File: src/rtl/tx_ram_frame_reader.sv
// tx_ram_frame_reader
//   Read side of the TX distributed SDP RAM. Accepts a frame descriptor
//   (start address, length), reads the frame words out of the RAM and
//   presents them as a valid/ready stream with SOF/EOF markers. A small
//   skid FIFO absorbs the RAM read latency so backpressure never loses or
//   duplicates a word. A one-cycle frm_done pulse releases the buffer region.
//
// Ports
//   clk, rst_n                      clock, asynchronous active-low reset
//   frm_valid/frm_ready             descriptor handshake (ready only in IDLE)
//   frm_start_addr, frm_len         descriptor: first word address, word count
//   ram_rd_addr                     registered RAM read address
//   ram_rd_data                     RAM data, RAM_LATENCY cycles after address
//   tx_data/tx_valid/tx_ready       outgoing word stream
//   tx_sof/tx_eof                   first/last word markers
//   tx_abort                        drop the remainder of the current frame
//   frm_done/frm_aborted            end-of-frame pulse and its abort qualifier
//   frm_count                       frames completed without abort
module tx_ram_frame_reader #(
  parameter int ADDR_WIDTH  = 10,
  parameter int DATA_WIDTH  = 64,
  parameter int RAM_LATENCY = 1
) (
  input  logic                  clk,
  input  logic                  rst_n,
  input  logic                  frm_valid,
  output logic                  frm_ready,
  input  logic [ADDR_WIDTH-1:0] frm_start_addr,
  input  logic [ADDR_WIDTH:0]   frm_len,
  output logic [ADDR_WIDTH-1:0] ram_rd_addr,
  input  logic [DATA_WIDTH-1:0] ram_rd_data,
  output logic [DATA_WIDTH-1:0] tx_data,
  output logic                  tx_valid,
  input  logic                  tx_ready,
  output logic                  tx_sof,
  output logic                  tx_eof,
  input  logic                  tx_abort,
  output logic                  frm_done,
  output logic                  frm_aborted,
  output logic [15:0]           frm_count
);

  localparam int DEPTH = RAM_LATENCY + 2;
  localparam int PTR_W = (DEPTH > 2) ? $clog2(DEPTH) : 1;
  localparam int CNT_W = $clog2(DEPTH + 1);
  localparam int LEN_W = ADDR_WIDTH + 1;
  localparam logic [LEN_W-1:0] MAX_LEN = LEN_W'(1) << ADDR_WIDTH;

  typedef enum logic [1:0] {IDLE, STREAM, DONE} state_t;

  state_t state_q, state_d;

  logic [LEN_W-1:0]      len_q, issued_q, wr_idx_q;
  logic [ADDR_WIDTH-1:0] rd_addr_q;
  logic                  addr_valid_q, lat_valid_q;
  logic [1:0]            in_flight_q;
  logic [CNT_W-1:0]      occ_q;
  logic [PTR_W-1:0]      wr_ptr_q, rd_ptr_q;
  logic [DATA_WIDTH-1:0] mem_data [DEPTH];
  logic                  mem_sof  [DEPTH];
  logic                  mem_eof  [DEPTH];
  logic                  aborted_q;
  logic [15:0]           count_q;

  logic [LEN_W-1:0] len_sat;
  logic             accept, fifo_valid, pop, eof_pop, abort_now;
  logic             wr_en, issue_first, issue_stream, issue;
  logic [3:0]       credit;

  // Descriptor acceptance and length saturation; a zero-length frame issues
  // nothing, otherwise the first read address is registered on acceptance.
  always_comb begin
    accept      = (state_q == IDLE) && frm_valid;
    len_sat     = (frm_len > MAX_LEN) ? MAX_LEN : frm_len;
    issue_first = accept && (len_sat != '0);
  end

  // Stream-side handshakes. An abort that coincides with the EOF handshake
  // loses to it: the frame is then considered fully sent.
  always_comb begin
    fifo_valid = (occ_q != '0);
    pop        = fifo_valid && tx_ready;
    eof_pop    = pop && mem_eof[rd_ptr_q];
    abort_now  = (state_q == STREAM) && tx_abort && !eof_pop;
    wr_en      = (RAM_LATENCY == 0) ? addr_valid_q : lat_valid_q;
  end

  // Read credit: reads in flight plus words held, minus the word leaving now,
  // must stay below the FIFO depth so every returning word has a slot.
  always_comb begin
    credit       = 4'(in_flight_q) + 4'(occ_q) - 4'(pop);
    issue_stream = (state_q == STREAM) && !tx_abort &&
                   (issued_q < len_q) && (credit < 4'(DEPTH));
    issue        = issue_first || issue_stream;
  end

  // FSM state register.
  always_ff @(posedge clk or negedge rst_n) begin
    if (!rst_n) begin
      state_q <= IDLE;
    end else begin
      state_q <= state_d;
    end
  end

  // FSM next-state logic.
  always_comb begin
    state_d = state_q;
    case (state_q)
      IDLE: begin
        if (accept) begin
          state_d = (len_sat == '0) ? DONE : STREAM;
        end
      end
      STREAM: begin
        if (eof_pop || tx_abort) begin
          state_d = DONE;
        end
      end
      DONE: begin
        state_d = IDLE;
      end
      default: begin
        state_d = IDLE;
      end
    endcase
  end

  // Read issue, latency tracking and skid FIFO. An abort flushes the FIFO
  // and clears the in-flight markers so late RAM returns are never written.
  always_ff @(posedge clk or negedge rst_n) begin
    if (!rst_n) begin
      len_q        <= '0;
      issued_q     <= '0;
      wr_idx_q     <= '0;
      rd_addr_q    <= '0;
      addr_valid_q <= 1'b0;
      lat_valid_q  <= 1'b0;
      in_flight_q  <= '0;
      occ_q        <= '0;
      wr_ptr_q     <= '0;
      rd_ptr_q     <= '0;
      aborted_q    <= 1'b0;
      count_q      <= '0;
      for (int i = 0; i < DEPTH; i++) begin
        mem_data[i] <= '0;
        mem_sof[i]  <= 1'b0;
        mem_eof[i]  <= 1'b0;
      end
    end else begin
      if (accept) begin
        len_q    <= len_sat;
        wr_idx_q <= '0;
        issued_q <= issue_first ? LEN_W'(1) : '0;
      end else if (issue_stream) begin
        issued_q <= issued_q + LEN_W'(1);
      end

      if (issue_first) begin
        rd_addr_q <= frm_start_addr;
      end else if (issue_stream) begin
        rd_addr_q <= rd_addr_q + 1'b1;
      end

      if (abort_now) begin
        addr_valid_q <= 1'b0;
        lat_valid_q  <= 1'b0;
        in_flight_q  <= '0;
        occ_q        <= '0;
        wr_ptr_q     <= '0;
        rd_ptr_q     <= '0;
      end else begin
        addr_valid_q <= issue;
        lat_valid_q  <= addr_valid_q;
        in_flight_q  <= in_flight_q + 2'(issue) - 2'(wr_en);
        occ_q        <= occ_q + CNT_W'(wr_en) - CNT_W'(pop);
        if (wr_en) begin
          mem_data[wr_ptr_q] <= ram_rd_data;
          mem_sof[wr_ptr_q]  <= (wr_idx_q == '0);
          mem_eof[wr_ptr_q]  <= (wr_idx_q == len_q - LEN_W'(1));
          wr_ptr_q <= (wr_ptr_q == PTR_W'(DEPTH - 1)) ? '0 : wr_ptr_q + 1'b1;
          wr_idx_q <= wr_idx_q + LEN_W'(1);
        end
        if (pop) begin
          rd_ptr_q <= (rd_ptr_q == PTR_W'(DEPTH - 1)) ? '0 : rd_ptr_q + 1'b1;
        end
      end

      // Completion bookkeeping happens on the edge that enters DONE so the
      // updated count is already visible during the done pulse.
      if ((state_q != DONE) && (state_d == DONE)) begin
        aborted_q <= abort_now;
        if (!abort_now) begin
          count_q <= count_q + 16'd1;
        end
      end
    end
  end

  // frm_ready is masked by rst_n so it reads 0 while reset is held.
  assign frm_ready   = (state_q == IDLE) && rst_n;
  assign ram_rd_addr = rd_addr_q;
  assign tx_valid    = fifo_valid;
  assign tx_data     = fifo_valid ? mem_data[rd_ptr_q] : '0;
  assign tx_sof      = fifo_valid && mem_sof[rd_ptr_q];
  assign tx_eof      = fifo_valid && mem_eof[rd_ptr_q];
  assign frm_done    = (state_q == DONE);
  assign frm_aborted = (state_q == DONE) && aborted_q;
  assign frm_count   = count_q;

endmodule
File: config.mk
export PLATFORM = sky130hd
export DESIGN_NAME = tx_ram_frame_reader
export DESIGN_NICKNAME = d
export VERILOG_FILES = /design/src/rtl/tx_ram_frame_reader.sv
export SDC_FILE = /design/constraint.sdc
export NUM_CORES = 1
export LEC_CHECK = 0
export ABC_AREA = 0
export CORE_MARGIN = 8
export CORE_UTILIZATION = 45
export DETAILED_ROUTE_END_ITERATION = 12
export PLACE_DENSITY = 0.68
export SYNTH_ARGS = -nofsm -noshare
export SYNTH_HDL_FRONTEND = slang
export SYNTH_SLANG_ARGS = --single-unit
File: constraint.sdc
create_clock -name clk -period 3.5 [get_ports clk]
set_input_delay 0.35 -clock clk [delete_from_list [all_inputs] [get_ports clk]]
set_output_delay 0.35 -clock clk [all_outputs]
set_load 0.05 [all_outputs]
==> reports/metrics.cfg <==
[clocking]
cts_tree = built
cts.sinks = 270
cts_max_level = 1
cts_buffer_depth = 3
clk_pin_slew_worst_paths_ns = 0.06
clk_latency_ns = 0.54
cts_inserted_buffers = 29
cts-root-buf = clkbuf_16

[logic_synthesis]
synth_commonest_cells = dfrtp_1, mux2_2, nor2_1
synth_ff_type = dfrtp_1
syn-cell-area_sq_um = 13200
synth.area.top_cells = dfrtp_1, mux2_2, mux2i_1
synth_cell_types = 53
synth.top_cell.area_share = 0.511
synth_edf_count = 0
yosysTopAreaCell = dfrtp_1
ys_seq_elements = 270
ys_seq_area_frac = 0.511
synth.avg_cell_area_sq_um = 11.3
yosys_warnings = 0
netlist_instances = 1172
yosysMostFrequentCell = dfrtp_1
synth_nets = 1284
synth_async_sr_flop_share = 1.00

[route]
drt_iter0_markers = 409
wl_per_cell_um = 18.3
routed_wl_um = 32000
vias = 9458
first_pass_iters = 4
antenna_left = 0
viasPerCell = 5.41
drc = 0

[finish]
drive_above_1_share = 0.257
multiInputGateArea_sq_um = 6120
area.growth.synth_to_final_pct = 26.4
nFillCells = 2454
regArea_sq_um = 6760
num_antenna_cells = 0
final_nets = 1456
fin_util = 0.580

[critical_path]
critPathMaxStageDelay_ns = 0.42
cp_data_arrival_time_ns = 3.41
cp_slowest_cell = dfrtp_1
r2r_slack_ns = 0.50
end_kind = register
worstSetupPathType = reg -> reg
cp_num_buf_inv = 2
crit_family = compound AO/OA/AOI/OAI gates
cp_cell_sequence = inv_1 -> nand3_1 -> o21ai_0 -> ha_1 -> fa_1 -> or2_2 -> o21ai_0 -> and4_1 -> buf_4 -> o2111ai_1 -> o311ai_0 -> o41ai_1
reg2reg_from = occ_q[0]
path_common_cell = o21ai_0
cp-startpoint = occ_q[0]
cp.required_ns = 3.90
path_max_fanout = 8
startpoint_type = register

[worst_hold_path]
hold_path_class = in -> async

[global_route]
grt_pass1_vias = 10000
use_met3 = 0.0449
overflow = 0
busiest_layer = met2
grt_use_met1 = 0.232
grt_max_degree = 73
grt_first_pass_wirelength_um = 53400
antenna_found_initial = 0
met2_usage = 0.305
grt_use_total = 0.181

[sta]
fin_ws_ns = 0.497
fin_crit_ns = 3.00
max-slew-margin-rel = 0.398
worst_pin_slew_ns = 0.903
fin_crit_sh = 0.858
report.final.slew_viol_count = 0
hold_ws_ns = 0.292
fmax_ghz = 0.333
final_hold_viol_count = 0
finClkSkew_ns = 0.00895
setup_violations = 0
rsz0062_at_grt = false
finalSetupTns_ns = 0

[job]
drv_cap = 0

[die]
fp.dieArea_sq_um = 35100
std_cell_rows = 62
io_pins = 186
die_h_um = 187
initial_core_util = 0.458
core_sq_um = 28900
die_width_um = 187

[place]
pre_cts_ws_ns = 0.157
hpwl_um = 21200
portBuffers = 185
place.gp.congestion = 0.811

[power_and_ir_drop]
power_density_nw_per_um2 = 1060
power_leakage_nw = 7.24
irDropWorstVdd_mv = 0.611

[outcome]
outcome = complete, no violations

[path summary, 6_finish.rpt]
check | end | depth (start not counted)
worst max-delay path | issued_q[10] | 12
worst max register to register | issued_q[10] | 12
worst min-delay path | frm_count[11] | 2
min in group clk | ram_rd_addr[2] | 3
worst min register to register | lat_valid_q | 1
max in group asynchronous | rd_ptr_q[1] | 3
[logic make-up (layout without fill, tap and decap cells)]
family	after synthesis	in the layout	synth area share
adders and majority gates	22	22	0.0214
muxes	270	270	0.223
DFF	270	270	0.511
xor gates and xnor gates	39	39	0.0258
and+or+nand+nor	309	309	0.113
buffers and inverters	95	288	0.0292
AOI/OAI and AO/OA	167	167	0.0768
[area by class of cell]
class | count | area share
sequential | 270 | 0.404
multi-input combinational | 807 | 0.366
timing repair buffer | 208 | 0.137
clock buffer | 45 | 0.0512
tap | 384 | 0.0287
clock inverter | 7 | 0.00681
inverter | 28 | 0.00628
[registers in the layout, indices dropped and copies added, names as in the netlist]
name,flops
aborted_q,1
occ_q,2
in_flight_q,2
wr_idx_q,11
frm_count,16
mem_data,192
ram_rd_addr,10
issued_q,11
addr_valid_q,1
mem_eof,3
lat_valid_q,1
state_q,2
mem_sof,3
len_q,11
rd_ptr_q,2
wr_ptr_q,2
[metrics by stage]
stage / cells / power (mW) / cell area (sq um)
after floorplan: 1172 / 11.6 / 13200
after global placement: 1696 / 14.6 / 15700
after detailed placement: 1696 / 14.8 / 15700
after CTS: 1749 / 18.0 / 16700
after global routing: 1749 / 18.9 / 16700
final: 1749 / 17.8 / 16700
[placed cells by master, fill, tap and decap left out, types with 3 or more instances in the layout]
cell type / instances
a21oi_1: 81
and2_1: 6
and3_1: 10
buf_12: 34
buf_4: 53
bufinv_16: 3
clkbuf_1: 9
clkbuf_16: 29
clkbuf_8: 7
clkdlybuf4s50_1: 119
clkinv_2: 3
dfrtp_1: 268
ha_1: 21
inv_1: 28
mux2_2: 199
mux2i_1: 71
nand2_1: 38
nand3_1: 27
nand3b_1: 10
nand4_1: 13
nor2_1: 159
nor2b_1: 5
nor3_1: 10
nor4_1: 3
nor4_4: 3
o2111ai_1: 4
o211ai_1: 12
o21a_1: 6
o21ai_0: 36
o31ai_1: 7
o41ai_1: 4
or2_2: 3
or3_1: 4
or4_1: 4
xnor2_1: 16
xor2_1: 23
[per-layer routing]
metal  vias up  wire length [um]
li1       4486                 -
met1      4750             14500
met2       177             15000
met3        45              1840
met4         0               620
met5         -                 0
[report_power, final]
part           internal [mW]  leakage (nW)  switching, mW  total [mW]
sequential              4.52          3.33          0.879        5.40
clock                   1.89         0.477           1.22        3.11
combinational           3.93          3.43           5.34        9.27
[timing repair]
item | CTS | global route
hold buffers | 1 | 0
buffers inserted | 0 | 0
resized for setup | 0 | 0
hold endpoints to repair | 44 | 0
(Power assumes the default switching activity.)
